===== src/rtl/boot_pkg.sv =====
// boot_pkg: shared FSM state codes and constants for the imem UART bootloader
package boot_pkg;
  typedef logic [2:0] state_t;
  localparam state_t S_IDLE    = 3'd0;
  localparam state_t S_CNT_LO  = 3'd1;
  localparam state_t S_CNT_HI  = 3'd2;
  localparam state_t S_DATA    = 3'd3;
  localparam state_t S_CSUM    = 3'd4;
  localparam state_t S_RELEASE = 3'd5;
  localparam state_t S_HALT    = 3'd6;
  localparam logic [7:0] SYNC_BYTE_DEF = 8'hA5;
  localparam logic [31:0] NOP = 32'h0000_0013;
endpackage


===== src/rtl/boot_word_assembler.sv =====
// boot_word_assembler: packs little-endian bytes into 32-bit words with a running XOR
// ports: clk/rst, clr (restart frame), en+din (data byte), word/word_valid (one cycle after 4th byte),
//        last_byte (next byte completes a word), csum (XOR of all data bytes so far)
module boot_word_assembler (
  input  logic        clk,
  input  logic        rst,
  input  logic        clr,
  input  logic        en,
  input  logic [7:0]  din,
  output logic [31:0] word,
  output logic        word_valid,
  output logic        last_byte,
  output logic [7:0]  csum
);
  logic [1:0]  idx_q;
  logic [31:0] sr_q;
  logic [7:0]  csum_q;
  logic        vld_q;
  always_ff @(posedge clk or posedge rst) begin
    if (rst) begin
      idx_q  <= '0;
      sr_q   <= '0;
      csum_q <= '0;
      vld_q  <= 1'b0;
    end else begin
      vld_q <= !clr && en && &idx_q;
      if (clr) begin
        idx_q  <= '0;
        sr_q   <= '0;
        csum_q <= '0;
      end else if (en) begin
        sr_q[{idx_q, 3'b000} +: 8] <= din;
        idx_q  <= idx_q + 2'd1;
        csum_q <= csum_q ^ din;
      end
    end
  end
  assign word       = sr_q;
  assign word_valid = vld_q;
  assign last_byte  = &idx_q;
  assign csum       = csum_q;
endmodule


===== src/rtl/imem_boot_arbiter.sv =====
// imem_boot_arbiter: UART frame loader for imem and arbiter of its single address port
// ports: clk/rst, rx_data/rx_valid (UART bytes), cpu_addr/cpu_rdata/cpu_stall/cpu_rst_req (fetch side),
//        mem_addr/mem_rdata/mem_we/mem_wdata (imem side), load_busy/load_done/load_err (status)
module imem_boot_arbiter
  import boot_pkg::*;
#(
  parameter int         ADDR_W      = 8,
  parameter logic [7:0] SYNC_BYTE   = SYNC_BYTE_DEF,
  parameter int         TIMEOUT_CYC = 5_000_000
) (
  input  logic              clk,
  input  logic              rst,
  input  logic [7:0]        rx_data,
  input  logic              rx_valid,
  input  logic [31:0]       cpu_addr,
  output logic [31:0]       cpu_rdata,
  output logic [ADDR_W-1:0] mem_addr,
  input  logic [31:0]       mem_rdata,
  output logic              mem_we,
  output logic [31:0]       mem_wdata,
  output logic              cpu_stall,
  output logic              cpu_rst_req,
  output logic              load_busy,
  output logic              load_done,
  output logic              load_err
);
  localparam int GW = $clog2(TIMEOUT_CYC + 1);
  localparam logic [ADDR_W:0] ONE = 1;
  state_t            state_q, state_d;
  logic [7:0]        lo_q, lo_d;
  logic [ADDR_W:0]   n_q, n_d, widx_q, widx_d;
  logic [GW-1:0]     gap_q, gap_d;
  logic              done_q, done_d, err_q, err_d;
  logic [31:0]       word;
  logic [7:0]        csum;
  logic              word_valid, last_byte;
  logic              idle, active, sync, timeout, cnt_ok;
  logic [15:0]       cnt;
  logic              unused_addr;
  assign idle    = state_q == S_IDLE;
  assign active  = state_q inside {S_CNT_LO, S_CNT_HI, S_DATA, S_CSUM};
  assign sync    = rx_valid && rx_data == SYNC_BYTE && (idle || state_q == S_HALT);
  // a byte arriving in the expiry cycle takes precedence over the timeout
  assign timeout = active && !rx_valid && gap_q == GW'(TIMEOUT_CYC - 1);
  assign cnt     = {rx_data, lo_q};
  assign cnt_ok  = cnt != 16'd0 && {16'd0, cnt} <= (32'd1 << ADDR_W);
  boot_word_assembler u_asm (
    .clk        (clk),
    .rst        (rst),
    .clr        (sync),
    .en         (rx_valid && state_q == S_DATA),
    .din        (rx_data),
    .word       (word),
    .word_valid (word_valid),
    .last_byte  (last_byte),
    .csum       (csum)
  );
  always_comb begin
    state_d = state_q;
    lo_d    = lo_q;
    n_d     = n_q;
    widx_d  = word_valid ? widx_q + ONE : widx_q;
    done_d  = done_q;
    err_d   = err_q;
    gap_d   = (active && !rx_valid) ? gap_q + GW'(1) : '0;
    if (sync) begin
      state_d = S_CNT_LO;
      widx_d  = '0;
      done_d  = 1'b0;
      err_d   = 1'b0;
    end else if (timeout) begin
      state_d = S_HALT;
      err_d   = 1'b1;
    end else if (state_q == S_RELEASE) begin
      state_d = S_IDLE;
    end else if (rx_valid) begin
      case (state_q)
        S_CNT_LO: begin
          lo_d    = rx_data;
          state_d = S_CNT_HI;
        end
        S_CNT_HI: begin
          n_d     = cnt[ADDR_W:0];
          state_d = cnt_ok ? S_DATA : S_HALT;
          err_d   = !cnt_ok;
        end
        // the final word is decided on its 4th byte so a back-to-back CSUM byte is not taken as data
        S_DATA: state_d = (last_byte && widx_q + ONE == n_q) ? S_CSUM : S_DATA;
        S_CSUM: begin
          state_d = rx_data == csum ? S_RELEASE : S_HALT;
          done_d  = rx_data == csum;
          err_d   = rx_data != csum;
        end
        default: ;
      endcase
    end
  end
  always_ff @(posedge clk or posedge rst) begin
    if (rst) begin
      state_q <= S_IDLE;
      lo_q    <= '0;
      n_q     <= '0;
      widx_q  <= '0;
      gap_q   <= '0;
      done_q  <= 1'b0;
      err_q   <= 1'b0;
    end else begin
      state_q <= state_d;
      lo_q    <= lo_d;
      n_q     <= n_d;
      widx_q  <= widx_d;
      gap_q   <= gap_d;
      done_q  <= done_d;
      err_q   <= err_d;
    end
  end
  assign mem_addr    = idle ? cpu_addr[ADDR_W+1:2] : widx_q[ADDR_W-1:0];
  assign cpu_rdata   = idle ? mem_rdata : NOP;
  assign cpu_stall   = !idle;
  assign mem_we      = word_valid;
  assign mem_wdata   = word;
  assign cpu_rst_req = state_q == S_RELEASE;
  assign load_busy   = active || state_q == S_RELEASE;
  assign load_done   = done_q;
  assign load_err    = err_q;
  assign unused_addr = ^{cpu_addr[31:ADDR_W+2], cpu_addr[1:0]};
endmodule


===== config.mk =====
export PLATFORM = sky130hd
export DESIGN_NAME = imem_boot_arbiter
export DESIGN_NICKNAME = d
export VERILOG_FILES = /design/src/rtl/boot_pkg.sv /design/src/rtl/boot_word_assembler.sv /design/src/rtl/imem_boot_arbiter.sv
export SDC_FILE = /design/constraint.sdc
export NUM_CORES = 1
export LEC_CHECK = 0
export BUFFER_PORTS_ARGS = -buffer_cell sky130_fd_sc_hd__buf_2
export CORE_MARGIN = 4
export CORE_UTILIZATION = 47
export CTS_CLUSTER_SIZE = 8
export DETAILED_ROUTE_END_ITERATION = 10
export PLACE_DENSITY_LB_ADDON = 0.2
export SYNTH_ARGS = -nofsm -noshare
export SYNTH_HDL_FRONTEND = slang
export SYNTH_SLANG_ARGS = --single-unit

===== constraint.sdc =====
create_clock -name clk -period 3 [get_ports clk]
set_input_delay 0.6 -clock clk [delete_from_list [all_inputs] [get_ports clk]]
set_output_delay 0.6 -clock clk [all_outputs]
set_load 0.05 [all_outputs]

==> run_results.csv, run 1 <==
group,metric,value,unit
status,status,"complete, no violations",
sta,final_max_slew_viol_count,0,
finish,fill_cells,958,
clock_network,cts_setup_buffers,0,
worst_setup_path,crit_path_top_delay_cell,"or4b_2",
power,p_total,3.26,mW
routing,routed_via_density,5.47,
sta,slew_headroom,28.6,%
worst_setup_path,path_delay_family,"simple AND/OR/NAND/NOR gates",
finish,insertedDiodeCount,0,
clock_network,clk_pin_slew,70,ps
global_routing,grt_usage,19.8,%
routing,drt.antenna.violating_nets,0,
place,dpl.hpwl,9.44,mm
routing,routed_wl,13.0,mm
worst_setup_path,critPathRequiredTime,3280,ps
place,io_buffers,128,
global_routing,grt_pass1_vias,4298,
routing,wl_per_cell,15.5,um
power,p_per_area,511,nW/um2
worst_hold_path,hold_class,"flop to flop",
synth,synth_area_leaders,"dfrtp_1, nand2_1, and2_1",
finish,nNetsFinal,774,
power,ir_drop,0.484,mV
clock_network,cts-root-buf,"clkbuf_16",
place,place.gp.congestion,0.848,
worst_setup_path,worst_setup_path_end_kind,"flop",
synth,synthTopCellsByCount,"dfrtp_1, nand2_1, nor2_1",
clock_network,clkLatencyLatePin,350,ps
sta,tightest_slew,1070,ps
synth,synthFlopType,"dfrtp_1",
clock_network,h-tree-depth,3,
worst_setup_path,path_class,"flop to flop",
routing,vias,4571,
global_routing,grt_max_degree,50,
worst_setup_path,worst-path-max-fanout,8,
synth,synth_area_per_cell,9.15,um2
synth,synthesis.nets,662,
sta,min_period_over_period,85.3,%
floorplanning,die_area,13000,um2
synth,synthArstFlopShare,100,%
worst_setup_path,cp_num_buf_inv,2,
routing,dr.first_iter.drc_count,197,
finish,area_delta_synth_final,20.6,%
clock_network,cts_made_buffers,9,
synth,yosysMostFrequentCell,"dfrtp_1",
routing,drc,0,
sta,setup_viol,0,
floorplanning,rows,38,
clock_network,cts.sinks,97,
sta,fin_crit,2560,ps
sta,timing.setup.tns,0,ps
routing,drtPass1Iterations,5,
floorplanning,ioPinCount,153,
synth,synth_edf_count,0,
global_routing,antenna_found_initial,0,
power,p_leak,3.00,nW
synth,ys_types,53,
synth,seq_area_frac_synth,45.8,%
worst_setup_path,critPathArrivalTime,2840,ps
global_routing,grt_pass1_wl,21.0,mm
synth,postSynthCellCount,579,
sta,fin_worst_skew,7.65,ps
sta,max_freq,391,MHz
floorplanning,die_h,114,um
synth,synth_top_area_share,45.8,%
global_routing,overflow,0,
clock_network,cts_tree,"done",
worst_setup_path,cpPeakStageDelay,710,ps
worst_setup_path,path_common_cell,"nor2_1",
flow_run,maxCapViolCount,0,
sta,rsz0062_at_grt,"no",
floorplanning,die_width,114,um
clock_network,cts_buffer_depth,2,
synth,ys_ff_latch,97,
synth,ys_warn_count,0,
synth,synth_largest_area_cell,"dfrtp_1",
sta,hold_slack,457,ps
finish,drive_above_1_share,26.4,%
synth,syn_area,5300,um2
worst_setup_path,crit_chain,"inv_1 > ha_1 > or4b_2 > nor2_1 > buf_4 > a22oi_1 > nor2_1",
clock_network,cts.repair.resized,0,
clock_network,cts_hold_buf,0,
floorplanning,start_util,48.5,%
floorplanning,coreArea,10900,um2
sta,final_hold_viol_count,0,
worst_setup_path,worst_setup_path_start_kind,"flop",
per-stage QoR:
| stage | std cells | area, um2 | util (%) | setup WS, ps |
|---|---|---|---|---|
| global placement | 820 | 6050 | 55.4 | 561 |
| floorplan | 579 | 5300 | - | 560 |
| detailed placement | 820 | 6050 | 55.4 | 520 |
| CTS | 836 | 6390 | 58.5 | 497 |
| finish | 836 | 6390 | 58.5 | 440 |
| global route | 836 | 6390 | 58.5 | 332 |
worst register-to-register path, stage by stage, from the launching register on:
cell	delay, ps
dfrtp_1	490
inv_1	150
ha_1	360
or4b_2	710
nor2_1	360
buf_4	220
a22oi_1	80
nor2_1	120
layer usage:
layer,part of all wire [%],global-route usage [%],vias up
met2,48,32.3,158
met5,0,0,-
li1,-,-,2208
met4,0.83,4.51,0
met1,43,26.9,2196
met3,7.7,4.60,9
cells in the final DEF, fill, tap and decap left out, types with 3 or more instances in the layout:
master,n
nor3b_1,3
clkbuf_16,9
dfrtp_1,97
nor2_1,59
o31ai_1,3
ha_1,8
nor3_1,6
nor4_1,7
and3_1,8
nand2b_1,6
nor2b_1,4
xor2_1,25
o21ai_0,25
nand3_1,33
inv_1,10
nor4b_1,3
nand2_1,69
a211oi_1,3
nand4_1,14
or3_1,6
a21oi_1,28
a22oi_1,12
xnor2_1,21
nand3b_1,4
buf_2,128
mux2_2,17
buf_4,11
and2_1,37
and4_1,3
sequential cells by signal, summed over array words and instances, names as in the netlist:
| register | count |
|---|---|
| gap_q | 23 |
| n_q | 9 |
| load_done | 1 |
| u_asm.word_valid | 1 |
| load_err | 1 |
| u_asm.csum | 8 |
| state_q | 3 |
| lo_q | 8 |
| u_asm.word | 32 |
| u_asm.idx_q | 2 |
| widx_q | 9 |
kinds of logic after synthesis:
| family | after synthesis | synth area share (%) |
|---|---|---|
| simple gates | 274 | 26.7 |
| flops | 97 | 45.8 |
| compound gates | 86 | 10.2 |
| buf+inv | 50 | 4.01 |
| xor+xnor | 46 | 7.60 |
| mux | 18 | 3.80 |
| fa+ha+maj | 8 | 1.89 |
final timing paths:
kind | slack, ps | endpoint | from | cells after the start
worst max-delay path | 440 | u_asm.word[28] | u_asm.idx_q[0] | 7
worst min-delay path | 460 | gap_q[0] | gap_q[0] | 1
worst max register to register | 440 | u_asm.word[28] | u_asm.idx_q[0] | 7
worst min register to register | 460 | gap_q[0] | gap_q[0] | 1
max in group asynchronous | 1760 | load_err | rst | 3
min in group asynchronous | 500 | u_asm.word[30] | rst | 2
layout make-up:
cell class	count	area, um2	area share (%)
repair buffers	140	743	11.6
multi-input cells	432	2660	41.7
clock inverters	7	113	1.76
flip-flops and latches	97	2430	38.0
inverters	11	45.0	0.705
clock buffers	9	225	3.52
well taps	140	175	2.74
where the power goes:
| group | internal (mW) | leakage [nW] | total, mW | switching [mW] |
|---|---|---|---|---|
| Clock | 0.748 | 0.161 | 1.28 | 0.532 |
| Sequential | 1.36 | 1.29 | 1.44 | 0.0777 |
| Combinational | 0.188 | 1.54 | 0.543 | 0.355 |
| Total | 2.30 | 3.00 | 3.26 | 0.965 |
No activity file was read; power rests on OpenSTA's default activity.
==> run 2: changes to the inputs <==
--- a/config.mk
+++ b/config.mk
@@ -10,7 +10,7 @@
 export CORE_UTILIZATION = 47
 export CTS_CLUSTER_SIZE = 8
 export DETAILED_ROUTE_END_ITERATION = 10
-export PLACE_DENSITY_LB_ADDON = 0.2
+export PLACE_DENSITY = 0.82
 export SYNTH_ARGS = -nofsm -noshare
 export SYNTH_HDL_FRONTEND = slang
 export SYNTH_SLANG_ARGS = --single-unit
==> run 2 against run 1 <==
  * Sequential cell count did not move
  * Clock-buffer cell count did not move
  * Global-route usage up 1.2 points
  * First-iteration DRC count up 57%
  * Maximum frequency barely moved
  * Combinational power up 3%
  * Largest power group unchanged
==> run_results.csv, run 2 (synthesis results as in run 1) <==
group,metric,value,unit
sta,max_freq,391,MHz
routing,routed_via_density,5.70,
clock_network,cts_buffer_depth,2,
finish,drive_above_1_share,26.0,%
worst_hold_path,hold_class,"input pin to async pin",
sta,final_max_slew_viol_count,0,
power,p_per_area,493,nW/um2
worst_setup_path,path_class,"flop to primary output",
floorplanning,ioPinCount,153,
clock_network,cts.repair.resized,0,
floorplanning,coreArea,10900,um2
floorplanning,start_util,48.5,%
clock_network,h-tree-depth,3,
routing,drt.antenna.violating_nets,0,
place,place.gp.congestion,0.856,
worst_setup_path,reg2reg_setup_slack,510,ps
finish,final_common_cell,"buf_2",
global_routing,grt_usage,21.0,%
sta,timing.setup.tns,0,ps
global_routing,antenna_found_initial,1,
worst_setup_path,reg2reg_depth,6,
worst_setup_path,crit_path_top_delay_cell,"dfrtp_1",
clock_network,cts_setup_buffers,0,
status,status,"complete, no violations",
place,placed_area,6020,um2
sta,rsz0062_at_grt,"no",
finish,insertedDiodeCount,0,
global_routing,overflow,0,
flow_run,maxCapViolCount,0,
routing,dr.first_iter.drc_count,309,
worst_setup_path,worst_setup_path_end_kind,"primary output",
routing,vias,4739,
routing,wl_per_cell,16.4,um
place,dpl.hpwl,9.64,mm
floorplanning,rows,38,
finish,area_delta_synth_final,19.1,%
sta,fin_worst_skew,8.91,ps
power,p_leak,2.96,nW
worst_setup_path,worst_setup_path_start_kind,"flop",
finish,fill_cells,910,
worst_setup_path,worst-path-max-fanout,41,
routing,routed_wl,13.6,mm
clock_network,cts_hold_buf,0,
clock_network,clk_pin_slew,70,ps
sta,fin_crit,2560,ps
power,ir_drop,0.288,mV
global_routing,grt_pass1_vias,4609,
routing,drc,0,
worst_setup_path,crit_chain,"nor3_2 > buf_4 > and2_1 > buf_2",
worst_setup_path,critPathRequiredTime,2400,ps
worst_setup_path,critPathArrivalTime,1960,ps
global_routing,grt_max_degree,45,
routing,drtPass1Iterations,5,
clock_network,cts.sinks,97,
clock_network,clkLatencyLatePin,350,ps
worst_setup_path,r2r-start,"widx_q[0]",
finish,final_area,6310,um2
floorplanning,die_area,13000,um2
sta,tightest_slew,848,ps
finish,nNetsFinal,770,
place,io_buffers,128,
sta,slew_headroom,43.4,%
global_routing,grt_pass1_wl,22.3,mm
floorplanning,die_width,114,um
sta,min_period_over_period,85.3,%
worst_setup_path,cpPeakStageDelay,530,ps
clock_network,cts_made_buffers,9,
floorplanning,die_h,114,um
finish,layout_common_cells,"buf_2, dfrtp_1, nand2_1",
clock_network,cts-root-buf,"clkbuf_16",
finish,largest_reg_flops,32,
sta,setup_viol,0,
sta,final_hold_viol_count,0,
worst_setup_path,rr_endpoint,"state_q[0]",
clock_network,cts_tree,"done",
## run 2: cell count changes in the layout (fill, tap and decap cells not counted)
| cell | change |
|---|---|
| buf_4 | -4 |
| bufinv_16 | -2 |
| inv_6 | +2 |
| clkinv_2 | +1 |
| clkinv_4 | +1 |
| clkinv_8 | -1 |
| clkinvlp_4 | -1 |
## run 2: worst max-delay path by stage
stage | from | endpoint | slack (ps) | cells after the start
floorplan | state_q[2] | mem_addr[0] | 560 | 6
global placement | rx_data[1] | state_q[1] | 580 | 5
detailed placement | rx_valid | u_asm.word[26] | 530 | 6
CTS | state_q[0] | cpu_rdata[27] | 430 | 4
global route | state_q[0] | cpu_rdata[27] | 350 | 4
finish | state_q[0] | cpu_rdata[27] | 440 | 4
## run 2: layout make-up
class	instances	area [um2]	area share (%)
clock buffer	9	225	3.57
clock inverter	7	60.1	0.952
inverter	11	45.0	0.714
multi-input combinational	432	2660	42.2
sequential	97	2430	38.5
tap	140	175	2.78
timing repair buffer	136	713	11.3
## run 2: stage by stage
step	worst slack [ps]	util [%]	hold slack, ps	total power [mW]	cells
2_1_floorplan	560	-	424	1.86	579
3_3_place_gp	579	55.1	440	1.99	816
3_5_place_dp	529	55.1	450	2.02	816
4_1_cts	431	57.7	379	3.13	832
5_1_grt	354	57.7	416	3.25	832
6_report	440	57.7	364	3.11	832
## run 2: critical path, delay by kind of cell (launching register included)
family,cells,cell delay [ps]
buf+inv,2,600
flops,1,530
simple gates,2,480
## run 2: report_power, final
| group | internal, mW | leakage [nW] | total, mW | switching (mW) |
|---|---|---|---|---|
| clock network | 0.579 | 0.143 | 1.11 | 0.527 |
| registers | 1.36 | 1.29 | 1.45 | 0.0872 |
| logic | 0.186 | 1.52 | 0.557 | 0.372 |
| total | 2.13 | 2.96 | 3.11 | 0.986 |
## run 2: per-layer routing
metal  GRT usage, %  part of all wire, %  vias up  wire length [um]
li1               -                    -     2204                 -
met1           25.3                   39     2285              5280
met2           36.8                   51      231              6950
met3           5.07                  8.8       17              1200
met4           6.97                  1.2        2               168
met5              0                0.096        -                13
==> run 3: changes to the inputs <==
--- a/config.mk
+++ b/config.mk
@@ -6,11 +6,13 @@
 export NUM_CORES = 1
 export LEC_CHECK = 0
 export BUFFER_PORTS_ARGS = -buffer_cell sky130_fd_sc_hd__buf_2
-export CORE_MARGIN = 4
+export CORE_ASPECT_RATIO = 1.4
+export CORE_MARGIN = 8
 export CORE_UTILIZATION = 47
 export CTS_CLUSTER_SIZE = 8
 export DETAILED_ROUTE_END_ITERATION = 10
 export PLACE_DENSITY = 0.82
 export SYNTH_ARGS = -nofsm -noshare
 export SYNTH_HDL_FRONTEND = slang
+export SYNTH_HIERARCHICAL = 1
 export SYNTH_SLANG_ARGS = --single-unit
==> run 3 against run 2 <==
  * Power increased by 61%
  * Sequential cell count stayed put
  * Synthesized cell count is 6.9% lower
  * Critical endpoint is now u_asm/word[15]
  * Largest power group is now combinational cells
  * Setup slack lost 55 ps
  * Clock skew shrank 4.8 ps
  * Highest routed layer is now met4
  * Routed wire length up 4.7%
==> run_results.csv, run 3 <==
group,metric,value,unit
status,status,"complete, no violations",
floorplanning,rows,46,
finish,seqCellArea,2430,um2
sta,final_max_slew_viol_count,0,
global_routing,grt_max_degree,44,
synth,synthesis.nets,622,
flow_run,maxCapViolCount,0,
worst_setup_path,worst_setup_path_end_kind,"flop",
synth,syn_area,5330,um2
finish,final_common_cell,"buf_2",
worst_setup_path,critPathArrivalTime,2890,ps
finish,insertedDiodeCount,0,
sta,fin_crit,2620,ps
finish,utilization,57.5,%
synth,ys_types,55,
floorplanning,die_h,142,um
finish,drive_above_1_share,29.9,%
power,p_leak,3.09,nW
clock_network,cts.sinks,97,
synth,synth_top_area_share,45.5,%
finish,area_delta_synth_final,21.1,%
routing,drt.antenna.violating_nets,0,
routing,routed_wl,14.2,mm
sta,final_hold_viol_count,0,
clock_network,clk_pin_slew,70,ps
floorplanning,die_area,15100,um2
sta,tightest_slew,1200,ps
routing,routed_via_density,5.63,
global_routing,overflow,0,
synth,synth_area_leaders,"dfrtp_1, xor2_1, and2_1",
finish,layout_common_cells,"buf_2, dfrtp_1, nand2_1",
synth,synth_edf_count,0,
routing,drc,0,
worst_setup_path,crit_chain,"nand2b_1 > and3_1 > nor4bb_1 > a32o_1",
clock_network,cts-root-buf,"clkbuf_16",
finish,largest_reg_flops,32,
synth,synthTopCellsByCount,"dfrtp_1, nand2_1, nor2_1",
clock_network,cts_tree,"done",
clock_network,clkLatencyLatePin,340,ps
clock_network,cts_hold_buf,0,
sta,min_period_over_period,87.2,%
power,ir_drop,0.384,mV
sta,timing.setup.tns,0,ps
clock_network,cts.repair.resized,0,
worst_setup_path,reg2reg_setup_slack,380,ps
floorplanning,ioPinCount,153,
worst_hold_path,hold_class,"input pin to async pin",
global_routing,grt_pass1_vias,4730,
sta,rsz0062_at_grt,"no",
sta,max_freq,382,MHz
power,p_per_area,776,nW/um2
synth,synthArstFlopShare,100,%
finish,multiInputGateArea,2670,um2
synth,yosysMostFrequentCell,"dfrtp_1",
synth,synthFlopType,"dfrtp_1",
routing,vias,4561,
place,io_buffers,128,
clock_network,cts_setup_buffers,0,
sta,setup_viol,0,
finish,fill_cells,971,
sta,fin_worst_skew,4.06,ps
place,place.gp.congestion,0.862,
worst_setup_path,path_class,"flop to flop",
global_routing,grt_usage,19.0,%
synth,synth_largest_area_cell,"dfrtp_1",
synth,seq_area_frac_synth,45.5,%
worst_setup_path,cpPeakStageDelay,1040,ps
floorplanning,coreArea,11200,um2
global_routing,grt_pass1_wl,23.4,mm
synth,ys_ff_latch,97,
finish,nNetsFinal,744,
synth,postSynthCellCount,539,
worst_setup_path,critPathRequiredTime,3280,ps
routing,dr.first_iter.drc_count,296,
routing,wl_per_cell,17.6,um
worst_setup_path,r2r-start,"state_q[2]",
routing,drtPass1Iterations,5,
synth,synth_area_per_cell,9.89,um2
sta,slew_headroom,19.1,%
worst_setup_path,crit_path_start,"state_q[2]",
clock_network,h-tree-depth,3,
worst_setup_path,crit_path_top_delay_cell,"nor4bb_1",
worst_setup_path,worst_setup_path_start_kind,"flop",
floorplanning,start_util,47.5,%
floorplanning,die_width,106,um
synth,ys_warn_count,6,
clock_network,cts_made_buffers,9,
place,dpl.hpwl,10.3,mm
clock_network,cts_buffer_depth,2,
worst_setup_path,worst-path-max-fanout,11,
global_routing,antenna_found_initial,0,
## run 3: changes by cell type after synthesis, sizes merged, moves of 11 or more
cell / delta
a22oi: -12
a32o: +14
nand2: -20
nor2: -18
o21ai: -11
## run 3: final cells by class
class / instances / share of cell area (%)
Sequential cell: 97 / 37.6
Multi-Input combinational cell: 387 / 41.3
Timing Repair Buffer: 146 / 12.0
Clock buffer: 10 / 3.70
Inverter: 20 / 1.16
Tap cell: 144 / 2.79
Clock inverter: 6 / 1.40
## run 3: path summary, 6_finish.rpt
path / to / cells past startpoint
worst min register to register: u_asm/word[29] / 1
min in group clk: u_asm/word[29] / 1
worst max-delay path: u_asm/word[15] / 4
worst max register to register: u_asm/word[15] / 4
max in group asynchronous: lo_q[0] / 3
worst min-delay path: gap_q[2] / 2
## run 3: cells by family after synthesis
logic type               Yosys count  synth area share (%)
flip-flops                        97                  45.5
XOR/XNOR                          42                  6.90
AND/OR/NAND/NOR                  229                  24.0
buffers and inverters             55                  4.53
multiplexers                      18                  3.75
adder cells (fa/ha/maj)            8                  1.88
AO/OA/AOI/OAI                     90                  13.4
## run 3: power by group
part,internal (mW),leakage [nW],total [mW],switching (mW)
clock network,0.756,0.159,1.25,0.497
registers,1.43,1.26,1.57,0.148
logic,0.589,1.67,2.18,1.59
total,2.77,3.09,5.01,2.24
## run 3: metrics by stage
| stage | setup slack, ps | total power, mW | hold WS [ps] | std cells | instance area (um2) |
|---|---|---|---|---|---|
| 6_report | 385 | 5.01 | 413 | 810 | 6450 |
| 5_1_grt | 169 | 5.24 | 476 | 810 | 6450 |
| 4_1_cts | 399 | 5.03 | 429 | 810 | 6450 |
| 3_5_place_dp | 211 | 3.77 | 470 | 794 | 6130 |
| 3_3_place_gp | 258 | 3.69 | 472 | 794 | 6130 |
| 2_1_floorplan | 403 | 3.26 | 462 | 539 | 5330 |
## run 3: routing by layer
metal  vias up  GRT usage (%)  share of wire (%)  routed length [um]
met4         0           7.88                2.7                 381
li1       2138              -                  -                   -
met3        30           4.40                4.9                 703
met5         -              0                  0                   0
met2       151           32.9                 52                7410
met1      2242           21.9                 40                5750
## run 3: worst max-delay path: cells and delay by family (launching register included)
kind	cells	cell delay, ps
AOI/OAI and AO/OA	1	300
DFF	1	600
and+or+nand+nor	3	1650
